==> src/rtl/pwm_seq_pkg.sv <==
// Shared types and constants for the PWM burst sequencer.
//   state_e     : sequencer FSM state encoding
//   FLD_*       : i_cfg_fld codes selecting which descriptor field a table write targets
package pwm_seq_pkg;

  typedef enum logic [2:0] {
    StIdle,
    StLoad,
    StRun,
    StGap,
    StDone
  } state_e;

  localparam logic [1:0] FLD_PERIOD = 2'd0;
  localparam logic [1:0] FLD_HIGH   = 2'd1;
  localparam logic [1:0] FLD_TIMES  = 2'd2;
  localparam logic [1:0] FLD_GAP    = 2'd3;

endpackage

==> src/rtl/pwm_burst_gen.sv <==
// Period/repetition counter and registered PWM output for one burst.
//   clk_i, rst_ni : clock, asynchronous active-low reset
//   load_i        : clear the period and repetition counters before a burst
//   run_i         : burst active this cycle (counters advance, pwm computed)
//   period_i      : cycles per PWM period
//   high_i        : high cycles at the start of each period
//   times_i       : number of periods in the burst
//   pwm_o         : registered PWM, one cycle behind the period counter
//   burst_end_o   : last cycle of the last period (combinational)
module pwm_burst_gen #(
  parameter int unsigned CNT_W   = 32,
  parameter int unsigned TIMES_W = 16
) (
  input  logic               clk_i,
  input  logic               rst_ni,
  input  logic               load_i,
  input  logic               run_i,
  input  logic [CNT_W-1:0]   period_i,
  input  logic [CNT_W-1:0]   high_i,
  input  logic [TIMES_W-1:0] times_i,
  output logic               pwm_o,
  output logic               burst_end_o
);

  logic [CNT_W-1:0]   pcnt_q, pcnt_d;
  logic [TIMES_W-1:0] tcnt_q, tcnt_d;
  logic               pwm_q, pwm_d;
  logic               pcnt_last, tcnt_last;

  assign pcnt_last   = (pcnt_q == period_i - CNT_W'(1));
  assign tcnt_last   = (tcnt_q == times_i - TIMES_W'(1));
  assign burst_end_o = run_i && pcnt_last && tcnt_last;
  assign pwm_o       = pwm_q;

  always_comb begin
    pcnt_d = pcnt_q;
    tcnt_d = tcnt_q;
    if (load_i) begin
      pcnt_d = '0;
      tcnt_d = '0;
    end else if (run_i) begin
      if (pcnt_last) begin
        pcnt_d = '0;
        tcnt_d = tcnt_q + TIMES_W'(1);
      end else begin
        pcnt_d = pcnt_q + CNT_W'(1);
      end
    end
    // high >= period keeps this true for every pcnt, high == 0 never
    pwm_d = run_i && (pcnt_q < high_i);
  end

  always_ff @(posedge clk_i or negedge rst_ni) begin
    if (!rst_ni) begin
      pcnt_q <= '0;
      tcnt_q <= '0;
      pwm_q  <= 1'b0;
    end else begin
      pcnt_q <= pcnt_d;
      tcnt_q <= tcnt_d;
      pwm_q  <= pwm_d;
    end
  end

endmodule

==> src/rtl/pwm_seq_ctrl.sv <==
// PWM burst sequencer: plays a table of burst descriptors {period, high, times, gap}.
// Optional feature: define PWM_SEQ_LOOP_EN to restart from segment 0 when i_loop is
// high at the end of the last segment; otherwise i_loop is ignored.
//   i_clk, i_rst_n : clock, asynchronous active-low reset
//   i_cfg_*        : descriptor table write port (usable in any state)
//   i_nseg         : number of segments to play (clamped to NSEG)
//   i_start        : start pulse, honoured in idle only
//   i_abort        : abort pulse, returns to idle without o_done
//   i_loop         : loop request (PWM_SEQ_LOOP_EN builds only)
//   o_busy, o_done : sequence active, one-cycle completion pulse
//   o_seg, o_pwm   : current segment index, PWM output
module pwm_seq_ctrl
  import pwm_seq_pkg::*;
#(
  parameter int unsigned NSEG    = 4,
  parameter int unsigned CNT_W   = 32,
  parameter int unsigned TIMES_W = 16,
  localparam int unsigned IdxW   = (NSEG > 1) ? $clog2(NSEG) : 1
) (
  input  logic             i_clk,
  input  logic             i_rst_n,
  input  logic             i_cfg_we,
  input  logic [IdxW-1:0]  i_cfg_idx,
  input  logic [1:0]       i_cfg_fld,
  input  logic [CNT_W-1:0] i_cfg_wdata,
  input  logic [IdxW:0]    i_nseg,
  input  logic             i_start,
  input  logic             i_abort,
  input  logic             i_loop,
  output logic             o_busy,
  output logic             o_done,
  output logic [IdxW-1:0]  o_seg,
  output logic             o_pwm
);

  localparam int unsigned NsegW = IdxW + 1;
  localparam logic [NsegW-1:0] NsegMax = NsegW'(NSEG);

  // Descriptor table
  logic [CNT_W-1:0]   period_tab_q [NSEG];
  logic [CNT_W-1:0]   period_tab_d [NSEG];
  logic [CNT_W-1:0]   high_tab_q   [NSEG];
  logic [CNT_W-1:0]   high_tab_d   [NSEG];
  logic [TIMES_W-1:0] times_tab_q  [NSEG];
  logic [TIMES_W-1:0] times_tab_d  [NSEG];
  logic [CNT_W-1:0]   gap_tab_q    [NSEG];
  logic [CNT_W-1:0]   gap_tab_d    [NSEG];

  // Active descriptor, only changed in StLoad
  logic [CNT_W-1:0]   act_period_q, act_period_d;
  logic [CNT_W-1:0]   act_high_q, act_high_d;
  logic [TIMES_W-1:0] act_times_q, act_times_d;
  logic [CNT_W-1:0]   act_gap_q, act_gap_d;

  state_e            state_q, state_d;
  logic [IdxW-1:0]   seg_q, seg_d;
  logic [CNT_W-1:0]  gcnt_q, gcnt_d;
  logic              busy_q, busy_d;
  logic              done_q, done_d;

  logic              loop_take;
  logic              burst_end;
  logic              gen_run;
  logic [NsegW-1:0]  nseg_eff;
  logic [NsegW-1:0]  seg_inc;
  state_e            step_state;
  logic [IdxW-1:0]   step_seg;

`ifdef PWM_SEQ_LOOP_EN
  assign loop_take = i_loop;
`else
  logic unused_loop;
  assign unused_loop = i_loop;
  assign loop_take   = 1'b0;
`endif

  assign o_busy = busy_q;
  assign o_done = done_q;
  assign o_seg  = seg_q;

  // Abort suppresses the run so the registered PWM drops on the abort edge
  assign gen_run = (state_q == StRun) && !i_abort;

  pwm_burst_gen #(
    .CNT_W  (CNT_W),
    .TIMES_W(TIMES_W)
  ) u_burst_gen (
    .clk_i      (i_clk),
    .rst_ni     (i_rst_n),
    .load_i     (state_q == StLoad),
    .run_i      (gen_run),
    .period_i   (act_period_q),
    .high_i     (act_high_q),
    .times_i    (act_times_q),
    .pwm_o      (o_pwm),
    .burst_end_o(burst_end)
  );

  // Table writes
  always_comb begin
    period_tab_d = period_tab_q;
    high_tab_d   = high_tab_q;
    times_tab_d  = times_tab_q;
    gap_tab_d    = gap_tab_q;
    if (i_cfg_we && (32'(i_cfg_idx) < NSEG)) begin
      unique case (i_cfg_fld)
        FLD_PERIOD: period_tab_d[i_cfg_idx] = i_cfg_wdata;
        FLD_HIGH:   high_tab_d[i_cfg_idx]   = i_cfg_wdata;
        FLD_TIMES:  times_tab_d[i_cfg_idx]  = i_cfg_wdata[TIMES_W-1:0];
        FLD_GAP:    gap_tab_d[i_cfg_idx]    = i_cfg_wdata;
      endcase
    end
  end

  // Where to go once the current segment (burst plus gap) is finished
  always_comb begin
    nseg_eff   = (i_nseg > NsegMax) ? NsegMax : i_nseg;
    seg_inc    = {1'b0, seg_q} + NsegW'(1);
    step_state = StDone;
    step_seg   = seg_q;
    if (seg_inc < nseg_eff) begin
      step_state = StLoad;
      step_seg   = seg_inc[IdxW-1:0];
    end else if (loop_take) begin
      step_state = StLoad;
      step_seg   = '0;
    end
  end

  always_comb begin
    state_d      = state_q;
    seg_d        = seg_q;
    gcnt_d       = gcnt_q;
    act_period_d = act_period_q;
    act_high_d   = act_high_q;
    act_times_d  = act_times_q;
    act_gap_d    = act_gap_q;

    case (state_q)
      StIdle: begin
        seg_d = '0;
        if (i_start && !i_abort) begin
          state_d = (nseg_eff == '0) ? StDone : StLoad;
        end
      end
      StLoad: begin
        act_period_d = period_tab_q[seg_q];
        act_high_d   = high_tab_q[seg_q];
        act_times_d  = times_tab_q[seg_q];
        act_gap_d    = gap_tab_q[seg_q];
        // Empty burst: decide from the table entry being loaded this cycle
        if ((period_tab_q[seg_q] == '0) || (times_tab_q[seg_q] == '0)) begin
          if (gap_tab_q[seg_q] != '0) begin
            state_d = StGap;
            gcnt_d  = '0;
          end else begin
            state_d = step_state;
            seg_d   = step_seg;
          end
        end else begin
          state_d = StRun;
        end
      end
      StRun: begin
        if (burst_end) begin
          if (act_gap_q != '0) begin
            state_d = StGap;
            gcnt_d  = '0;
          end else begin
            state_d = step_state;
            seg_d   = step_seg;
          end
        end
      end
      StGap: begin
        if (gcnt_q == act_gap_q - CNT_W'(1)) begin
          state_d = step_state;
          seg_d   = step_seg;
        end else begin
          gcnt_d = gcnt_q + CNT_W'(1);
        end
      end
      StDone: begin
        state_d = StIdle;
        seg_d   = '0;
      end
      default: begin
        state_d = StIdle;
        seg_d   = '0;
      end
    endcase

    // Abort wins over any end-of-burst or end-of-gap transition
    if (i_abort && (state_q != StIdle)) begin
      state_d = StIdle;
      seg_d   = '0;
    end

    busy_d = (state_d != StIdle);
    done_d = (state_d == StDone);
  end

  always_ff @(posedge i_clk or negedge i_rst_n) begin
    if (!i_rst_n) begin
      state_q      <= StIdle;
      seg_q        <= '0;
      gcnt_q       <= '0;
      busy_q       <= 1'b0;
      done_q       <= 1'b0;
      act_period_q <= '0;
      act_high_q   <= '0;
      act_times_q  <= '0;
      act_gap_q    <= '0;
      for (int unsigned i = 0; i < NSEG; i++) begin
        period_tab_q[i] <= '0;
        high_tab_q[i]   <= '0;
        times_tab_q[i]  <= '0;
        gap_tab_q[i]    <= '0;
      end
    end else begin
      state_q      <= state_d;
      seg_q        <= seg_d;
      gcnt_q       <= gcnt_d;
      busy_q       <= busy_d;
      done_q       <= done_d;
      act_period_q <= act_period_d;
      act_high_q   <= act_high_d;
      act_times_q  <= act_times_d;
      act_gap_q    <= act_gap_d;
      period_tab_q <= period_tab_d;
      high_tab_q   <= high_tab_d;
      times_tab_q  <= times_tab_d;
      gap_tab_q    <= gap_tab_d;
    end
  end

endmodule

==> config.mk <==
export PLATFORM = sky130hd
export DESIGN_NAME = pwm_seq_ctrl
export DESIGN_NICKNAME = d
export VERILOG_FILES = /design/src/rtl/pwm_seq_pkg.sv /design/src/rtl/pwm_burst_gen.sv /design/src/rtl/pwm_seq_ctrl.sv
export SDC_FILE = /design/constraint.sdc
export NUM_CORES = 1
export LEC_CHECK = 0
export BUFFER_PORTS_ARGS = -buffer_cell sky130_fd_sc_hd__buf_2
export CORE_MARGIN = 2
export CORE_UTILIZATION = 62
export CTS_CLUSTER_SIZE = 20
export DETAILED_ROUTE_END_ITERATION = 8
export PLACE_DENSITY_LB_ADDON = 0.12
export RECOVER_POWER = 25
export SKIP_LAST_GASP = 1
export SYNTH_ARGS = -nofsm -noshare
export SYNTH_HDL_FRONTEND = slang
export SYNTH_HIERARCHICAL = 1
export SYNTH_SLANG_ARGS = --single-unit
==> constraint.sdc <==
create_clock -name i_clk -period 5.8 [get_ports i_clk]
set_input_delay 0.58 -clock i_clk [delete_from_list [all_inputs] [get_ports i_clk]]
set_output_delay 0.58 -clock i_clk [all_outputs]
set_load 0.1 [all_outputs]
==> summary.txt <==
Timing
  • FMAX: 189 MHz
  • Clock skew: 28.2 ps
  • Final Hold Viols: 0
  • RSZ-0062 raised after global routing: false
  • Max transition margin: -149%
  • Pins Over Slew Limit: 216
  • Min setup slack post-route: approximately 500 ps
  • Final setup violating endpoints: 0
  • Period utilization: between 90% and 100%
  • Min Tclk post-route: 5300 ps
  • Worst-margin pin slew: roughly 3700 ps
  • TNS Setup: 0 ps
  • Hold_ws: 300 ps

Layout
  • Final core occ: 68.3%
  • Fin area: 35000 um^2
  • Syn-to-layout area delta: 8.99%
  • Share of cells above drive strength 1: 34.6%
  • Net count, final: about 2500

Global route
  • Pin count of the biggest net entering global routing: just under 200
  • Total GRT Usage: between 20% and 30%
  • Global-route wire length before repair: between 100 and 150 mm
  • Antenna violations before repair: 3
  • GRT overflow: 0
  • Vias in the first global route: around 21000

Synth
  • Sequential area share after synthesis: 50.4%
  • Ys Warns: 6
  • Syn Nets: roughly 2500
  • Fraction of registers with async set/reset: 100%
  • Area share of the largest cell type after synthesis: about half
  • Most frequent cell after synthesis: dfrtp_1
  • Gate Count Post-Synth: 2463
  • Cell taking the most area after synthesis: dfrtp_1
  • Synth Register Bits: 648
  • Synth Cell Area: around 32000 um^2
  • Most used DFF post-synth: dfrtp_1
  • Top cells by count, synth: dfrtp_1 (648), mux2_2 (558), mux4_2 (112), clkbuf_1 (111), nor2_1 (87)
  • Avg Inst Size Synth: 13.1 um^2
  • Largest cells by area after synthesis: dfrtp_1 (50%), mux2_2 (20%), mux4_2 (7.8%)
  • Yosys cell types: 81
  • Post-synth EDFFs: 0

Setup path
  • Crit Reg-Reg Startpoint: act_period_q[0]$_DFFE_PN0P_
  • Critical path type: flip-flop to flip-flop
  • CP max FO: 62
  • FF-to-FF End: gcnt_q[19]$_DFFE_PN0P_
  • Reg2Reg Depth: 15
  • Data required, critical path: 6330 ps
  • CP startpoint kind: flip-flop
  • CP arrival: 5830 ps
  • CP endpoint kind: flip-flop
  • R2R setup slack: 500 ps

Clock tree
  • Setup Buffers After CTS: 0
  • Clock Pin Slew Worst Setup and Hold Paths: around 60 ps
  • CTS max path bufs: 3
  • Htree depth: 3
  • CTS Root Cell: clkbuf_16
  • Worst skew pair latency: between 600 and 700 ps
  • CTS Buf Count: 69
  • TritonCTS clock tree: built
  • CTS Sinks: ~650

Power and ir drop
  • Total power density per cell area: around 460 nW/um^2
  • Worst vdd ir: approximately 0.00028 V
  • Pleak: about 0.015 uW

Die
  • Core Region: around 51000 um^2
  • Die Y: ~230 um
  • IO Pins: 50
  • Die Width: around 230 um
  • FP Rows: 83
  • Die ar.: about 54000 um^2
  • Starting Density: between 60% and 70%

Placement
  • Placed Area: 32900 um^2
  • Worst slack, placed: 532 ps
  • RePlAce Congestion: around 0.90
  • Number of buffer cells added on primary ports: between 40 and 50
  • Dpl hpwl: a little over 50 mm

Route
  • Avg WL per Cell: between 20 and 25 um
  • DR vias: between 20000 and 25000
  • DRT iter0 DRCs: approximately 1700
  • Vias per cell: 6.52
  • Drt drc: 0
  • Wirelength, routed: a little under 80 mm
  • DRT Pass-1 Iters: 5
  • ANT nets after route: 0

Hold path
  • Hold Crit Depth: 2
  • Hold path start: i_abort
  • Worst Hold Class: input port to flip-flop
  • WHS Endpoint: state_q[1]$_DFF_PN0_

Flow run
  • Max Cap Violations: 7

Status
  • Failing checks: max-capacitance violations, max-slew violations
  • Run status: finished, violations left
==> routing by layer <==
metal / global-route usage (%) / wire (um) / vias up
li1: - / - / 9117
met1: 44.3 / 35100 / 10900
met2: 43.8 / 34700 / 546
met3: 6.62 / 5260 / 113
met4: 8.17 / 1970 / 4
met5: 0 / 29 / -
==> area by class of cell <==
type	count	area [um^2]
Fill cell	3653	16300
Sequential cell	648	16200
Multi-Input combinational cell	1591	15000
Clock buffer	106	2060
Tap cell	680	851
Timing Repair Buffer	73	498
Inverter	58	218
Clock inverter	12	161
Antenna cell	1	2.50
==> how the worst max path moves through the flow <==
stage / cells past startpoint / start / to / slack [ps]
6_report: 15 / act_period_q[0]$_DFFE_PN0P_ / gcnt_q[19]$_DFFE_PN0P_ / 500
5_1_grt: 3 / i_rst_n / gap_tab_q[12]$_DFFE_PN0P_ / 130
4_1_cts: 15 / act_period_q[0]$_DFFE_PN0P_ / gcnt_q[19]$_DFFE_PN0P_ / 530
3_5_place_dp: 15 / act_period_q[0]$_DFFE_PN0P_ / gcnt_q[19]$_DFFE_PN0P_ / 530
3_3_place_gp: 15 / act_period_q[0]$_DFFE_PN0P_ / gcnt_q[19]$_DFFE_PN0P_ / 710
2_1_floorplan: 19 / act_period_q[0]$_DFFE_PN0P_ / gcnt_q[16]$_DFFE_PN0P_ / 1040
==> cell families after synthesis <==
logic type / count (synthesis) / share of synthesized area, %
flops: 648 / 50.4
compound gates: 238 / 4.79
buf+inv: 224 / 2.95
fa+ha+maj: 40 / 1.56
xor+xnor: 121 / 3.30
mux: 676 / 27.6
simple gates: 516 / 9.38
==> cell usage in the layout (no fill, tap or decap), types with 44 or more instances in the layout <==
cell type  instances
nand3_1           44
nor2_1            83
dfrtp_1          646
nand4_1           48
mux4_2           112
o21ai_0           48
nand2_1           75
xor2_1            48
buf_2             44
xnor2_1           73
mux2_2           555
clkbuf_16         71
inv_1             58
a21oi_1           68
==> timing repair <==
action / CTS / global route
hold endpoints to repair: 61 / 0
gates resized for setup: 0 / 0
hold buffers: 1 / 0
==> sequential cells by signal (all words and copies together), names as in the netlist, 32 cells and up <==
signal / count
gcnt_q: 32
act_gap_q: 32
period_tab_q: 128
times_tab_q: 64
gap_tab_q: 128
u_burst_gen/pcnt_q: 32
act_high_q: 32
act_period_q: 32
high_tab_q: 128
==> critical path: stages (launching register included) <==
cell	delay, ps
dfrtp_1	430
inv_1	80
ha_1	310
nor4b_4	360
nand4_1	240
or4_1	600
a2111oi_0	400
and4b_1	300
nand4b_4	110
nor3_1	490
nand3_1	180
a221oi_1	360
or3b_1	380
buf_4	290
or4_1	540
a21oi_1	140
==> where the power goes <==
| group | internal [uW] | switching [uW] | total, uW |
|---|---|---|---|
| sequential | 5670 | 1060 | 6730 |
| clock | 2500 | 1810 | 4310 |
| combinational | 2530 | 2550 | 5080 |
| total | 10700 | 5420 | 16100 |
==> stage by stage <==
stage               instances  total power, uW
floorplan                2463            10300
global placement         3049            11500
detailed placement       3049            11800
CTS                      3168            16100
global route             3168            16900
finish                   3169            16100
(Power assumes the default switching activity.)
